**config.mk**
```make
export PLATFORM = sky130hd
export DESIGN_NAME = spart_tx_sched
export DESIGN_NICKNAME = d
export VERILOG_FILES = /design/src/rtl/spart_tx_sched.sv
export SDC_FILE = /design/constraint.sdc
export NUM_CORES = 1
export LEC_CHECK = 0
export ABC_AREA = 1
export CORE_MARGIN = 2
export CORE_UTILIZATION = 55
export CTS_CLUSTER_SIZE = 24
export DETAILED_ROUTE_END_ITERATION = 10
export PLACE_DENSITY = 0.81
export SETUP_SLACK_MARGIN = 0.3
export SLEW_MARGIN = 40
export SYNTH_ARGS = -nofsm -noshare
export SYNTH_HDL_FRONTEND = slang
export SYNTH_SLANG_ARGS = --single-unit
```
**constraint.sdc**
```tcl
create_clock -name clk -period 3.73 [get_ports clk]
set_input_delay 0.5595 -clock clk [delete_from_list [all_inputs] [get_ports clk]]
set_output_delay 0.5595 -clock clk [all_outputs]
set_load 0.05 [all_outputs]
```
**src/rtl/spart_tx_sched.sv**
```systemverilog
// spart_tx_sched
//   Shares one SPART transmitter between two byte requesters. A round-robin
//   arbiter accepts bytes into a small FIFO. A drain FSM then issues one-cycle
//   write strobes to the transmitter and follows its tbr flag until each
//   frame is done. This block is the only driver of iorw/ioaddr/databus.
//
// Ports
//   clk, rst       system clock, synchronous active-high reset
//   req[1:0]       level request per requester, held until granted
//   data0, data1   byte offered by requester 0 / 1
//   gnt[1:0]       one-hot pulse: that requester's byte is accepted this cycle
//   tbr            transmitter ready (1 = idle, 0 = shifting a frame)
//   iorw, ioaddr   transmitter bus control (iorw=0, ioaddr=00 is a TX write)
//   databus        byte presented to the transmitter
//   fifo_count     entries currently queued
//   busy           FIFO non-empty or a frame still in flight
module spart_tx_sched #(
  parameter int DEPTH = 4,
  parameter int AW    = 2
) (
  input  logic          clk,
  input  logic          rst,
  input  logic [1:0]    req,
  input  logic [7:0]    data0,
  input  logic [7:0]    data1,
  output logic [1:0]    gnt,
  input  logic          tbr,
  output logic          iorw,
  output logic [1:0]    ioaddr,
  output logic [7:0]    databus,
  output logic [AW:0]   fifo_count,
  output logic          busy
);

  localparam logic [1:0] S_IDLE      = 2'd0;
  localparam logic [1:0] S_ISSUE     = 2'd1;
  localparam logic [1:0] S_WAIT_BUSY = 2'd2;
  localparam logic [1:0] S_WAIT_DONE = 2'd3;

  localparam logic [AW:0] FULL        = DEPTH[AW:0];
  localparam logic [3:0]  TMO_LAST    = 4'd14;  // 15th WAIT_BUSY cycle

  logic [7:0]    mem_q [DEPTH];
  logic [AW-1:0] wr_ptr_q, wr_ptr_d;
  logic [AW-1:0] rd_ptr_q, rd_ptr_d;
  logic [AW:0]   count_q, count_d;
  logic          rr_q, rr_d;        // index of the last granted requester
  logic [1:0]    state_q, state_d;
  logic [3:0]    tmo_q, tmo_d;
  logic [7:0]    databus_q, databus_d;

  logic          pop;
  logic          push;
  logic          can_push;
  logic [7:0]    push_data;

  // Arbitration and FIFO bookkeeping
  always_comb begin
    pop      = (state_q == S_ISSUE);
    // A pop in the same cycle frees a slot, so a full FIFO can still accept.
    can_push = (count_q != FULL) || pop;
    gnt      = 2'b00;
    if (can_push) begin
      case (req)
        2'b01:   gnt = 2'b01;
        2'b10:   gnt = 2'b10;
        2'b11:   gnt = rr_q ? 2'b01 : 2'b10;
        default: gnt = 2'b00;
      endcase
    end
    push      = |gnt;
    push_data = gnt[1] ? data1 : data0;

    rr_d = rr_q;
    if (gnt[1])      rr_d = 1'b1;
    else if (gnt[0]) rr_d = 1'b0;

    wr_ptr_d = wr_ptr_q + AW'(push);
    rd_ptr_d = rd_ptr_q + AW'(pop);

    count_d = count_q;
    case ({push, pop})
      2'b10:   count_d = count_q + 1'b1;
      2'b01:   count_d = count_q - 1'b1;
      default: count_d = count_q;
    endcase
  end

  // Drain FSM
  always_comb begin
    state_d   = state_q;
    tmo_d     = tmo_q;
    databus_d = databus_q;
    case (state_q)
      S_IDLE: begin
        if ((count_q != '0) && tbr) begin
          state_d   = S_ISSUE;
          // Load the head byte now so it is stable for the whole strobe
          // cycle and then simply holds afterwards.
          databus_d = mem_q[rd_ptr_q];
        end
      end
      S_ISSUE: begin
        state_d = S_WAIT_BUSY;
        tmo_d   = 4'd0;
      end
      S_WAIT_BUSY: begin
        if (!tbr) begin
          state_d = S_WAIT_DONE;
        end else if (tmo_q == TMO_LAST) begin
          // Transmitter never acknowledged; treat the byte as sent.
          state_d = S_IDLE;
        end else begin
          tmo_d = tmo_q + 4'd1;
        end
      end
      S_WAIT_DONE: begin
        if (tbr) state_d = S_IDLE;
      end
      default: state_d = S_IDLE;
    endcase
  end

  always_ff @(posedge clk) begin
    if (rst) begin
      wr_ptr_q  <= '0;
      rd_ptr_q  <= '0;
      count_q   <= '0;
      rr_q      <= 1'b1;
      state_q   <= S_IDLE;
      tmo_q     <= 4'd0;
      databus_q <= 8'h00;
    end else begin
      wr_ptr_q  <= wr_ptr_d;
      rd_ptr_q  <= rd_ptr_d;
      count_q   <= count_d;
      rr_q      <= rr_d;
      state_q   <= state_d;
      tmo_q     <= tmo_d;
      databus_q <= databus_d;
    end
  end

  // Storage needs no reset: entries are only read when count says valid.
  always_ff @(posedge clk) begin
    if (push) mem_q[wr_ptr_q] <= push_data;
  end

  assign iorw       = (state_q != S_ISSUE);
  assign ioaddr     = (state_q == S_ISSUE) ? 2'b00 : 2'b01;
  assign databus    = databus_q;
  assign fifo_count = count_q;
  assign busy       = (count_q != '0) || (state_q != S_IDLE);

endmodule

```
### Yosys cells after proc, flatten, opt, wreduce, memory -nomap -nowiden

Memories as Yosys holds them, arrays and structs flattened. A register that Yosys moved wholly into a read port is not among the register bits.
Index checks and enable logic that the tools add are counted.
W data, S select, Z words.

| operators by class | value |
|---|---|
| $add $sub $neg | 5 |
| eq/ne operators | 16 |
| mux-type cells | 16 |
| reduce and logical (&&, ||, !) cells | 13 |

Operator list:

| operator | count |
|---|---|
| $mux W2 | 6 |
| $eq A2 B2 Y1 const B | 5 |
| $mux W4 | 2 |
| $mux W8 | 1 |
| $ne A2 B2 Y1 const B | 4 |
| $pmux W2 S4 | 1 |
| $pmux W4 S2 | 1 |
| $eq A2 B1 Y1 const B | 3 |
| $ne A3 B3 Y1 const B | 2 |
| $pmux W2 S3 | 1 |
| $pmux W3 S2 | 1 |
| $reduce_and A3 Y1 | 2 |
| $reduce_bool A2 Y1 | 3 |
| $add A2 B1 Y2 | 2 |
| $add A4 B1 Y4 const B | 1 |
| $eq A4 B4 Y1 const B | 1 |
| $reduce_or A2 Y1 | 2 |
| $add A3 B1 Y3 const B | 1 |
| $mux W1 | 3 |
| $reduce_bool A3 Y1 | 1 |
| $sub A3 B1 Y3 const B | 1 |
| $logic_not A2 Y1 | 1 |
| $logic_or A1 B1 Y1 | 2 |
| $ne A2 B1 Y1 const B | 1 |
| other kinds (2) | 2 |

| word-level totals | value |
|---|---|
| register bits | 14 |
| RAM bits | 32 |
| output and inout bits | 17 |
| memories | 1 |

Memory list:

| memory | words | width | read ports | clocked after memory_dff | write ports | RTL line | text |
|---|---|---|---|---|---|---|---|
| mem_q | 4 | 8 | 1 | 1 | 1 | 43 | `logic [7:0] mem_q [DEPTH];` |

### Depth between registers and ports, before layout

Gate-level depths: netlist (run 1).

| logic depth | value |
|---|---|
| depth after elaboration | 6 |
| gate-level depth with buffers | 12 |
| gate-level depth less buffers | 12 |

### Worst setup path after synthesis (run 1)

No wires, ideal clock.

| path | value |
|---|---|
| path type | reg2reg |
| start | register count_q[0] (netlist: fifo_count[0]) |
| end | memory mem_q[2][0], enable pin |
| setup time | 0.383 ns |
| data arrival time | 1.758 ns |
| data required time | 3.347 ns |
| slack | 1.589 ns |
| stages on the path, launching flop included | 5 |
| clock period less this slack | 2.141 ns |
| path through | dfxtp_1 -> inv_1 -> nand4_4 -> o21ai_2 -> nor3_1 |

| on the way | value |
|---|---|
| longest elaborated chain between the ends | 6 |

Ends and longest elaborated chain:

| element | RTL line | text |
|---|---|---|
| from (decl) | 46 | `logic [AW:0] count_q, count_d;` |
| from (signal assigned) | 136 | `count_q <= count_d;` |
| $ne A3 B3 Y1 | 61 | `can_push = (count_q != FULL) \|\| pop;` |
| $logic_or A1 B1 Y1 | 61 |  |
| $mux W2 | 63 | `if (can_push) begin` |
| $reduce_or A2 Y1 | 71 | `push = \|gnt;` |
| $mux W1 | 146 | `if (push) mem_q[wr_ptr_q] <= push_data;` |
| $mux W1 (not written as such) | 146 |  |
| to (decl) | 43 |  |

No other way between the ends.

### Final worst setup path (run 1)

| path | value |
|---|---|
| start | input port req[1] |
| end | output port gnt[1] |

| on the way | value |
|---|---|
| longest elaborated chain between the ends | 3 |
| elaborated cells between the ends (all ways) | 5 |
| those cells by class | 3 x eq/ne; 2 x mux |

Ends and longest elaborated chain:

| element | RTL line | text |
|---|---|---|
| from (decl) | 23 | `input logic [1:0] req,` |
| $eq A2 B2 Y1 or $eq A2 B1 Y1 (tied branches) | 64 | `case (req)` |
| $pmux W2 S3 (*) | 64 |  |
| $mux W2 (*) | 63 |  |
| to (decl) | 26 | `output logic [1:0] gnt,` |

Every way passes the cells marked *; elsewhere a longest branch is shown, timed or not.

==> flow_summary.yaml, run 1 <==
sta:
  fmax_mhz: 331
  finalCritPeriodShare: 0.810
  setup_violations: 0
  rsz0062_at_grt: "no"
  slew_viol_final: 0
  setup_ws_ps: 710
  slew_headroom: 0.608
  hold_ws_ps: 493
  finalHoldViolations: 0
  fin_worst_skew_ps: 6.10
  min_period_ps: 3020
  setup_tns_ps: 0
  tightestPinTransition_ps: 587
cells_and_area:
  finalNetCount: 347
  layout-drive-gt1-share: 0.0966
  diodes: 0
  syn_to_final_growth_pct: 19.0
synthesis:
  synth_most_common_cell: "nand2_1"
  ys_ff_latch: 54
  synthArstFlopShare: 0
  synth_ff_type: "edfxtp_1"
  ys_top_cells_by_count: "58 x nand2_1, 50 x nor2_1, 32 x edfxtp_1, 32 x inv_1, 22 x dfxtp_1"
  yosys_warnings: 0
  syn_area_um2: 2530
  seq_area_frac_synth: 0.553
  syn_inst: 283
  syn_avg_cell_area_um2: 8.95
  yosysTopAreaCell: "edfxtp_1"
  synth_top_area_frac: 0.379
  syn-num-nets: 310
  synth_edf_count: 32
  ys_types: 32
  synthTopCellsByArea: "edfxtp_1 38%, dfxtp_1 17%, nand2_1 8.6%, nor2_1 7.4%, inv_1 4.7%"
setup_path:
  crit_end: "gnt[1]"
  cp-startpoint: "req[1]"
  cp.arrival_ps: 2460
  required_ps: 3170
  crit_path_frequent_cell: "clkdlybuf4s50_1"
  r2r_end: "fifo_count[2]$_SDFFE_PP0P_"
  r2r_slack_ps: 1690
  crit_family: "buffers and inverters"
  critPathLaunchType: "input pin"
  path_depth: 6
  cp_max_fo: 10
  criticalPathCategory: "in2out"
  path_cells: "clkdlybuf4s50_1 > inv_1 > a21oi_1 > nand2_4 > inv_4 > clkdlybuf4s50_1"
  cpMaxStageDelayCell: "clkdlybuf4s50_1"
  critPathBufInv: 4
  rr_worst_depth: 11
  critPathMaxStageDelay_ps: 810
  cp-end-kind: "output pin"
  r2r_start: "state_q[1]$_SDFFE_PP0P_"
floorplanning:
  die_h_um: 71.9
  core_area_um2: 4380
  io_pins: 38
  rows: 24
  dieArea_um2: 5170
  start_util: 0.578
  dieWidth_um: 71.9
clock_network:
  clk_pin_slew_ps: 90
  cts_tree: "built"
  postCtsResizedCells: 0
  cts_inserted_buffers: 5
  cts_buffer_depth: 2
  cts.htree.levels: 2
  cts_root_buf: "clkbuf_8"
  clock_latency_ps: 310
  post_cts_buffers: 0
  cts-hold-fix-buffers: 0
  clock-sinks: 54
power_and_ir_drop:
  p_leak_nw: 1.26
  power.density_nw_per_um2: 730
  worst_ir_drop_vdd_mv: 0.355
  power.total_mw: 2.20
place:
  globalplace.congestion: 0.803
  hpwl_um: 3360
  io_buffers: 36
  place_ws_ps: 717
global_route:
  antenna_found_initial: 0
  overflow: 0
  grt_usage: 0.202
  grt_pass1_vias: 1763
  grt_pass1_wl_um: 7870
  grt_max_degree: 19
route:
  num_vias: 1887
  drt-total-wl_um: 4640
  drtIter0Drc: 94
  dr.pass1.iters: 4
  vias_per_cell: 5.06
  avgRoutedWirePerCell_um: 12.4
  drc: 0
  ant_nets: 0
worst_hold_path:
  hold_path.class: "reg2reg"
flow_run:
  drv_cap: 0
status:
  status: "finished, final reports clean"
-- worst register-to-register path: stages, from the launching register on --
cell	delay (ps)
dfxtp_1	430
inv_2	80
nand2_4	120
nand4_4	120
o21ai_2	150
ha_1	210
inv_1	60
fa_1	380
nand2_1	80
nand3_1	80
o21ai_0	150
a21oi_1	50
-- power by group --
| part | internal (mW) | switching [mW] | total (mW) |
|---|---|---|---|
| logic | 0.330 | 0.648 | 0.978 |
| registers | 0.783 | 0.0973 | 0.880 |
| clock network | 0.154 | 0.190 | 0.343 |
-- how the worst min path moves through the flow --
stage	start	to	cells after the start
3_3_place_gp	rr_q$_SDFFE_PP1P_	rr_q$_SDFFE_PP1P_	2
3_5_place_dp	fifo_count[0]$_SDFFE_PP0P_	fifo_count[0]$_SDFFE_PP0P_	1
6_report	fifo_count[0]$_SDFFE_PP0P_	fifo_count[0]$_SDFFE_PP0P_	1
4_1_cts	fifo_count[0]$_SDFFE_PP0P_	fifo_count[0]$_SDFFE_PP0P_	1
2_1_floorplan	rr_q$_SDFFE_PP1P_	rr_q$_SDFFE_PP1P_	2
5_1_grt	rr_q$_SDFFE_PP1P_	rr_q$_SDFFE_PP1P_	2
-- flip-flops by register name, summed over array words and instances (netlist names) --
name	flops
mem_q	32
tmo_q	4
rr_q	1
state_q	2
databus	8
fifo_count	3
rd_ptr_q	2
wr_ptr_q	2
-- kinds of logic after synthesis --
group                      Yosys count  synth area share
xor gates and xnor gates             3            0.0104
adders and majority gates            6            0.0326
buffers and inverters               45            0.0805
other                                1           0.00148
and+or+nand+nor                    144             0.261
DFF                                 54             0.553
AOI/OAI and AO/OA                   30            0.0612
-- layout make-up --
| type | instances | area [um^2] |
|---|---|---|
| tap | 52 | 65.1 |
| inverter | 35 | 134 |
| timing repair buffer | 40 | 390 |
| clock buffer | 7 | 86.3 |
| multi-input combinational | 184 | 928 |
| fill | 359 | 1370 |
| sequential | 54 | 1400 |
| clock inverter | 1 | 8.76 |
-- cell usage in the layout, fill, tap and decap left out, types with 2 or more instances in the layout --
cell / count
nand3_2: 2
o21ai_1: 2
nand4_1: 3
clkdlybuf4s50_1: 36
nand2_2: 2
inv_1: 32
edfxtp_1: 32
nand3_1: 11
or2_2: 6
o21ai_0: 18
dfxtp_1: 22
buf_4: 4
clkbuf_8: 6
ha_1: 5
xnor2_1: 2
nor2_1: 50
inv_2: 2
nand2_4: 2
or2_0: 2
a21oi_1: 8
nor3_1: 4
nand2_1: 58
-- layer usage --
metal  track usage  share of wire
met1         0.262           0.46
met5             0              0
met4        0.0839          0.018
met2         0.326           0.48
met3        0.0492          0.046
-- per-stage QoR --
| step | std cells | instance area (um^2) | util |
|---|---|---|---|
| after floorplan | 283 | 2530 | - |
| after global placement | 365 | 2920 | 0.666 |
| after detailed placement | 365 | 2920 | 0.666 |
| after CTS | 373 | 3010 | 0.688 |
| after global routing | 373 | 3010 | 0.688 |
| final | 373 | 3010 | 0.688 |
No activity file was read; power rests on OpenSTA's default activity.
==> run 2, diff against run 1 <==
--- a/config.mk
+++ b/config.mk
@@ -7,10 +7,10 @@
 export LEC_CHECK = 0
 export ABC_AREA = 1
 export CORE_MARGIN = 2
-export CORE_UTILIZATION = 55
+export CORE_UTILIZATION = 48
 export CTS_CLUSTER_SIZE = 24
 export DETAILED_ROUTE_END_ITERATION = 10
-export PLACE_DENSITY = 0.81
+export PLACE_DENSITY = 0.75
 export SETUP_SLACK_MARGIN = 0.3
 export SLEW_MARGIN = 40
 export SYNTH_ARGS = -nofsm -noshare
==> constraint.sdc (replaced) <==
create_clock -name clk -period 2.6 [get_ports clk]
set_input_delay 0.39 -clock clk [delete_from_list [all_inputs] [get_ports clk]]
set_output_delay 0.39 -clock clk [all_outputs]
set_load 0.05 [all_outputs]
==> run 2 against run 1 <==
Net effect: cell count is 5.4% higher; wire length decreased by 7.4%; power is 43% higher; flip-flop and latch count is the same; critical path depth down 3; clock skew up 2.2 ps.
==> flow_summary.yaml, run 2 (same netlist as run 1, synthesis figures left out) <==
status:
  status: "finished, final reports clean"
power_and_ir_drop:
  p_switching_mw: 1.33
  pwr-share-clk: 0.153
  power.density_nw_per_um2: 1030
  worst_ir_drop_vdd_mv: 0.440
  p_comb_frac: 0.456
  pwr-share-seq: 0.391
  p_int_mw: 1.81
  switching_share: 0.424
  p_leak_nw: 1.27
sta:
  setup_tns_ps: 0
  slew_viol_final: 0
  rsz0062_at_grt: "no"
  setup_ws_ps: 412
  finalCritPeriodShare: 0.841
  tightestPinTransition_ps: 538
  setup_violations: 0
  min_period_ps: 2190
  slew_headroom: 0.641
  fmax_mhz: 457
  fin_worst_skew_ps: 8.25
  finalHoldViolations: 0
clock_network:
  cts_tree: "built"
  cts_buffer_depth: 2
  clock_latency_ps: 320
  cts.htree.levels: 2
  cts_root_buf: "clkbuf_8"
  clk_pin_slew_ps: 100
  clock-sinks: 54
  cts-hold-fix-buffers: 0
  cts_inserted_buffers: 5
  postCtsResizedCells: 0
floorplanning:
  dieWidth_um: 76.7
  die_h_um: 76.7
  rows: 26
  io_pins: 38
  core_area_um2: 5110
  start_util: 0.496
  dieArea_um2: 5880
place:
  globalplace.congestion: 0.802
  io_buffers: 36
  hpwl_um: 3080
  place_ws_ps: 168
cells_and_area:
  largest_reg_flops: 32
  regMostFlops: "mem_q"
  mostFrequentLayoutCell: "nand2_1"
  layout-drive-gt1-share: 0.111
  diodes: 0
  layout_common_cells: "58 x nand2_1, 50 x nor2_1, 34 x clkdlybuf4s50_1, 32 x inv_1, 32 x edfxtp_1"
  syn_to_final_growth_pct: 20.6
  finalNetCount: 349
flow_run:
  drv_cap: 0
global_route:
  grt_usage: 0.165
  met3_usage: 0.0412
  overflow: 0
  busiest_layer: "met2"
  use_met2: 0.275
  antenna_found_initial: 0
  grt_max_degree: 19
  grt_pass1_vias: 1700
  use_met1: 0.205
  grt_pass1_wl_um: 7560
worst_hold_path:
  hold_path.class: "reg2reg"
setup_path:
  criticalPathCategory: "reg2out"
  critPathMaxStageDelay_ps: 820
  cp-end-kind: "output pin"
  required_ps: 2210
  critPathLaunchType: "flop"
  crit_family: "buffers and inverters"
  cp.arrival_ps: 1800
  cp_max_fo: 9
  path_cells: "inv_2 > nand2_4 > clkdlybuf4s50_1"
  cpMaxStageDelayCell: "clkdlybuf4s50_1"
  critPathBufInv: 2
route:
  dr.pass1.iters: 4
  drt-total-wl_um: 4300
  drc: 0
  avgRoutedWirePerCell_um: 10.9
  ant_nets: 0
  num_vias: 1795
  drtIter0Drc: 56
  vias_per_cell: 4.57
## run 2: power groups by stage
stage | registers (mW) | logic [mW] | clock network (mW)
finish | 1.23 | 1.43 | 0.479
global route | 1.25 | 1.61 | 0.525
CTS | 1.23 | 1.44 | 0.492
detailed placement | 1.25 | 1.44 | 0
global placement | 1.25 | 1.41 | 0
floorplan | 1.47 | 0.847 | 0
## run 2: path summary, 6_finish.rpt
| path | start | slack (ps) | endpoint | cells past startpoint |
|---|---|---|---|---|
| setup / recovery | state_q[1]$_SDFFE_PP0P_ | 410 | iorw | 3 |
| hold / removal | rr_q$_SDFFE_PP1P_ | 490 | rr_q$_SDFFE_PP1P_ | 2 |
| setup reg to reg | state_q[1]$_SDFFE_PP0P_ | 590 | fifo_count[2]$_SDFFE_PP0P_ | 11 |
| hold reg to reg | rr_q$_SDFFE_PP1P_ | 490 | rr_q$_SDFFE_PP1P_ | 2 |
## run 2: cell type report
type,instances,area [um^2]
fill,474,2050
sequential,54,1400
multi-input combinational,184,928
timing repair buffer,42,413
inverter,35,134
tap,70,87.6
clock buffer,5,68.8
clock inverter,3,22.5
## run 2: worst register-to-register path, cell delays in order, from the launching register on
cell and delay [ps]:
dfxtp_1 450, inv_2 80, nand2_4 130, nand4_4 120, o21ai_2 100, ha_1 190, inv_1 80, fa_1 380
nand2_1 80, nand3_1 80, o21ai_0 160, a21oi_1 60
## run 2: stage by stage
stage / hold WS, ps / utilization / area (um^2) / power, mW / instances
after global routing: 519 / 0.598 / 3060 / 3.39 / 393
final: 490 / 0.598 / 3060 / 3.14 / 393
after detailed placement: 480 / 0.579 / 2960 / 2.69 / 384
after global placement: 465 / 0.579 / 2960 / 2.66 / 384
after floorplan: 451 / - / 2530 / 2.32 / 283
after CTS: 498 / 0.597 / 3050 / 3.17 / 392
## run 2: what timing repair did
item                                    CTS  global route
setup buffers                             0             1
endpoints found under the hold margin     0             0
endpoints found under the setup margin    0             1
## run 2: per-layer routing
| layer | wire length, um | part of all wire |
|---|---|---|
| met3 | 159 | 0.037 |
| met2 | 2080 | 0.48 |
| met4 | 89 | 0.021 |
| met1 | 1960 | 0.46 |
| met5 | 0 | 0 |
==> run 3, diff against run 2 <==
==> constraint.sdc (replaced) <==
create_clock -name clk -period 1.93 [get_ports clk]
set_input_delay 0.2895 -clock clk [delete_from_list [all_inputs] [get_ports clk]]
set_output_delay 0.2895 -clock clk [all_outputs]
set_load 0.05 [all_outputs]
==> run 3 against run 2 <==
Net effect: hold slack better by 6.5 ps; sequential share of layout area shrank 2.0 points; critical path depth is 8 higher; highest routed layer unchanged; count of clock-buffer cells in the layout rose by 1; sequential power up 37%; final area increased by 5.4%; core utilization rose by 3.3 points; clock power grew 29%; critical path type is now reg2reg; clock skew grew 5.4 ps.
==> flow_summary.yaml, run 3 (same netlist as run 1, synthesis figures left out) <==
floorplanning:
  die_h_um: 76.7
  core_area_um2: 5110
  start_util: 0.496
  io_pins: 38
  dieArea_um2: 5880
  dieWidth_um: 76.7
  rows: 26
cells_and_area:
  diodes: 0
  finalNetCount: 359
  utilization: 0.631
  syn_to_final_growth_pct: 27.2
  largest_reg_flops: 32
  fill_cells: 441
  mostFrequentLayoutCell: "nand2_1"
  regMostFlops: "mem_q"
  layout-drive-gt1-share: 0.210
  layout_common_cells: "57 x nand2_1, 48 x nor2_1, 32 x edfxtp_1, 27 x inv_1, 18 x clkdlybuf4s50_1"
sta:
  finalCritPeriodShare: 0.894
  fin_worst_skew_ps: 13.6
  slew_headroom: 0.644
  setup_tns_ps: 0
  fmax_mhz: 580
  setup_violations: 0
  slew_viol_final: 0
  tightestPinTransition_ps: 533
  min_period_ps: 1720
  rsz0062_at_grt: "yes"
  finalHoldViolations: 0
setup_path:
  path_cells: "inv_4 > nand2_8 > nand4_4 > o21ai_4 > ha_4 > inv_4 > fa_2 > nand2_1 > nand3_2 > o21ai_1 > a21oi_1"
  critPathMaxStageDelay_ps: 370
  cp-startpoint: "state_q[1]$_SDFFE_PP0P_"
  critPathLaunchType: "flop"
  crit_path_frequent_cell: "inv_4"
  r2r_start: "state_q[1]$_SDFFE_PP0P_"
  criticalPathCategory: "reg2reg"
  cp_max_fo: 4
  cpMaxStageDelayCell: "dfxtp_4"
  cp.arrival_ps: 1920
  cp-end-kind: "flop"
  required_ps: 2120
clock_network:
  cts_buffer_depth: 2
  cts.htree.levels: 2
  clk_pin_slew_ps: 90
  cts-hold-fix-buffers: 0
  cts_inserted_buffers: 5
  clock_latency_ps: 310
  clock-sinks: 54
  cts_tree: "built"
  cts_root_buf: "clkbuf_8"
route:
  avgRoutedWirePerCell_um: 12.3
  drt-total-wl_um: 4950
  num_vias: 1952
  drc: 0
  drtIter0Drc: 132
  ant_nets: 0
  vias_per_cell: 4.84
  dr.pass1.iters: 4
place:
  hpwl_um: 3380
  globalplace.congestion: 0.727
  io_buffers: 36
worst_hold_path:
  hold_path.class: "reg2reg"
  hp-start: "fifo_count[0]$_SDFFE_PP0P_"
global_route:
  grt_max_degree: 18
  antenna_found_initial: 0
  grt_pass1_wl_um: 8400
  grt_usage: 0.180
  grt_pass1_vias: 1862
  overflow: 0
status:
  status: "finished, final reports clean"
power_and_ir_drop:
  power.density_nw_per_um2: 1360
  worst_ir_drop_vdd_mv: 0.570
  p_leak_nw: 1.37
flow_run:
  drv_cap: 0
run 3: worst paths after layout:
| check | to | slack, ps | cells past startpoint |
|---|---|---|---|
| min | fifo_count[0]$_SDFFE_PP0P_ | 500 | 1 |
| max | fifo_count[2]$_SDFFE_PP0P_ | 210 | 11 |
| min reg2reg | fifo_count[0]$_SDFFE_PP0P_ | 500 | 1 |
| max reg2reg | fifo_count[2]$_SDFFE_PP0P_ | 210 | 11 |
run 3: critical path, delay by kind of cell, from the launching register on:
family / cells / cell delay, ps
AOI/OAI and AO/OA: 3 / 270
adders and majority gates: 2 / 530
and+or+nand+nor: 4 / 350
DFF: 1 / 370
buffers and inverters: 2 / 90
run 3: metal layers:
metal / vias up / share of wire / track usage
li1: 1001 / - / -
met1: 893 / 0.45 / 0.231
met2: 51 / 0.49 / 0.305
met3: 7 / 0.041 / 0.0365
met4: 0 / 0.014 / 0.0618
met5: - / 0 / 0
run 3: area by class of cell:
cell class	instances	area, um^2	share of cell area
clock inverter	2	15.0	0.00466
tap	70	87.6	0.0272
clock buffer	6	72.6	0.0225
timing repair buffer	52	488	0.151
multi-input combinational	184	1000	0.310
sequential	54	1410	0.438
inverter	35	146	0.0454
run 3: where the power goes:
| group | switching, mW | internal, mW | leakage, nW | total (mW) |
|---|---|---|---|---|
| combinational | 1.37 | 0.708 | 0.856 | 2.08 |
| sequential | 0.162 | 1.53 | 0.480 | 1.69 |
| clock | 0.361 | 0.256 | 0.0374 | 0.617 |
| total | 1.89 | 2.49 | 1.37 | 4.39 |
run 3: metrics by stage:
step / hold slack [ps] / setup WS, ps / std cells / cell area [um^2] / power [mW]
floorplan: 451 / 112 / 283 / 2590 / 3.20
global placement: 461 / -126 / 388 / 3050 / 3.68
detailed placement: 479 / -181 / 388 / 3050 / 3.74
CTS: 490 / 257 / 401 / 3190 / 4.35
global route: 500 / 87.7 / 403 / 3220 / 4.69
finish: 496 / 205 / 403 / 3220 / 4.39
run 3: timing repair:
action                                  in CTS  in global routing
pin swaps                                    8                  5
endpoints found under the setup margin      23                 32
resized for setup                           21                  7
hold endpoints to repair                     0                  0
setup buffers                                5                  2
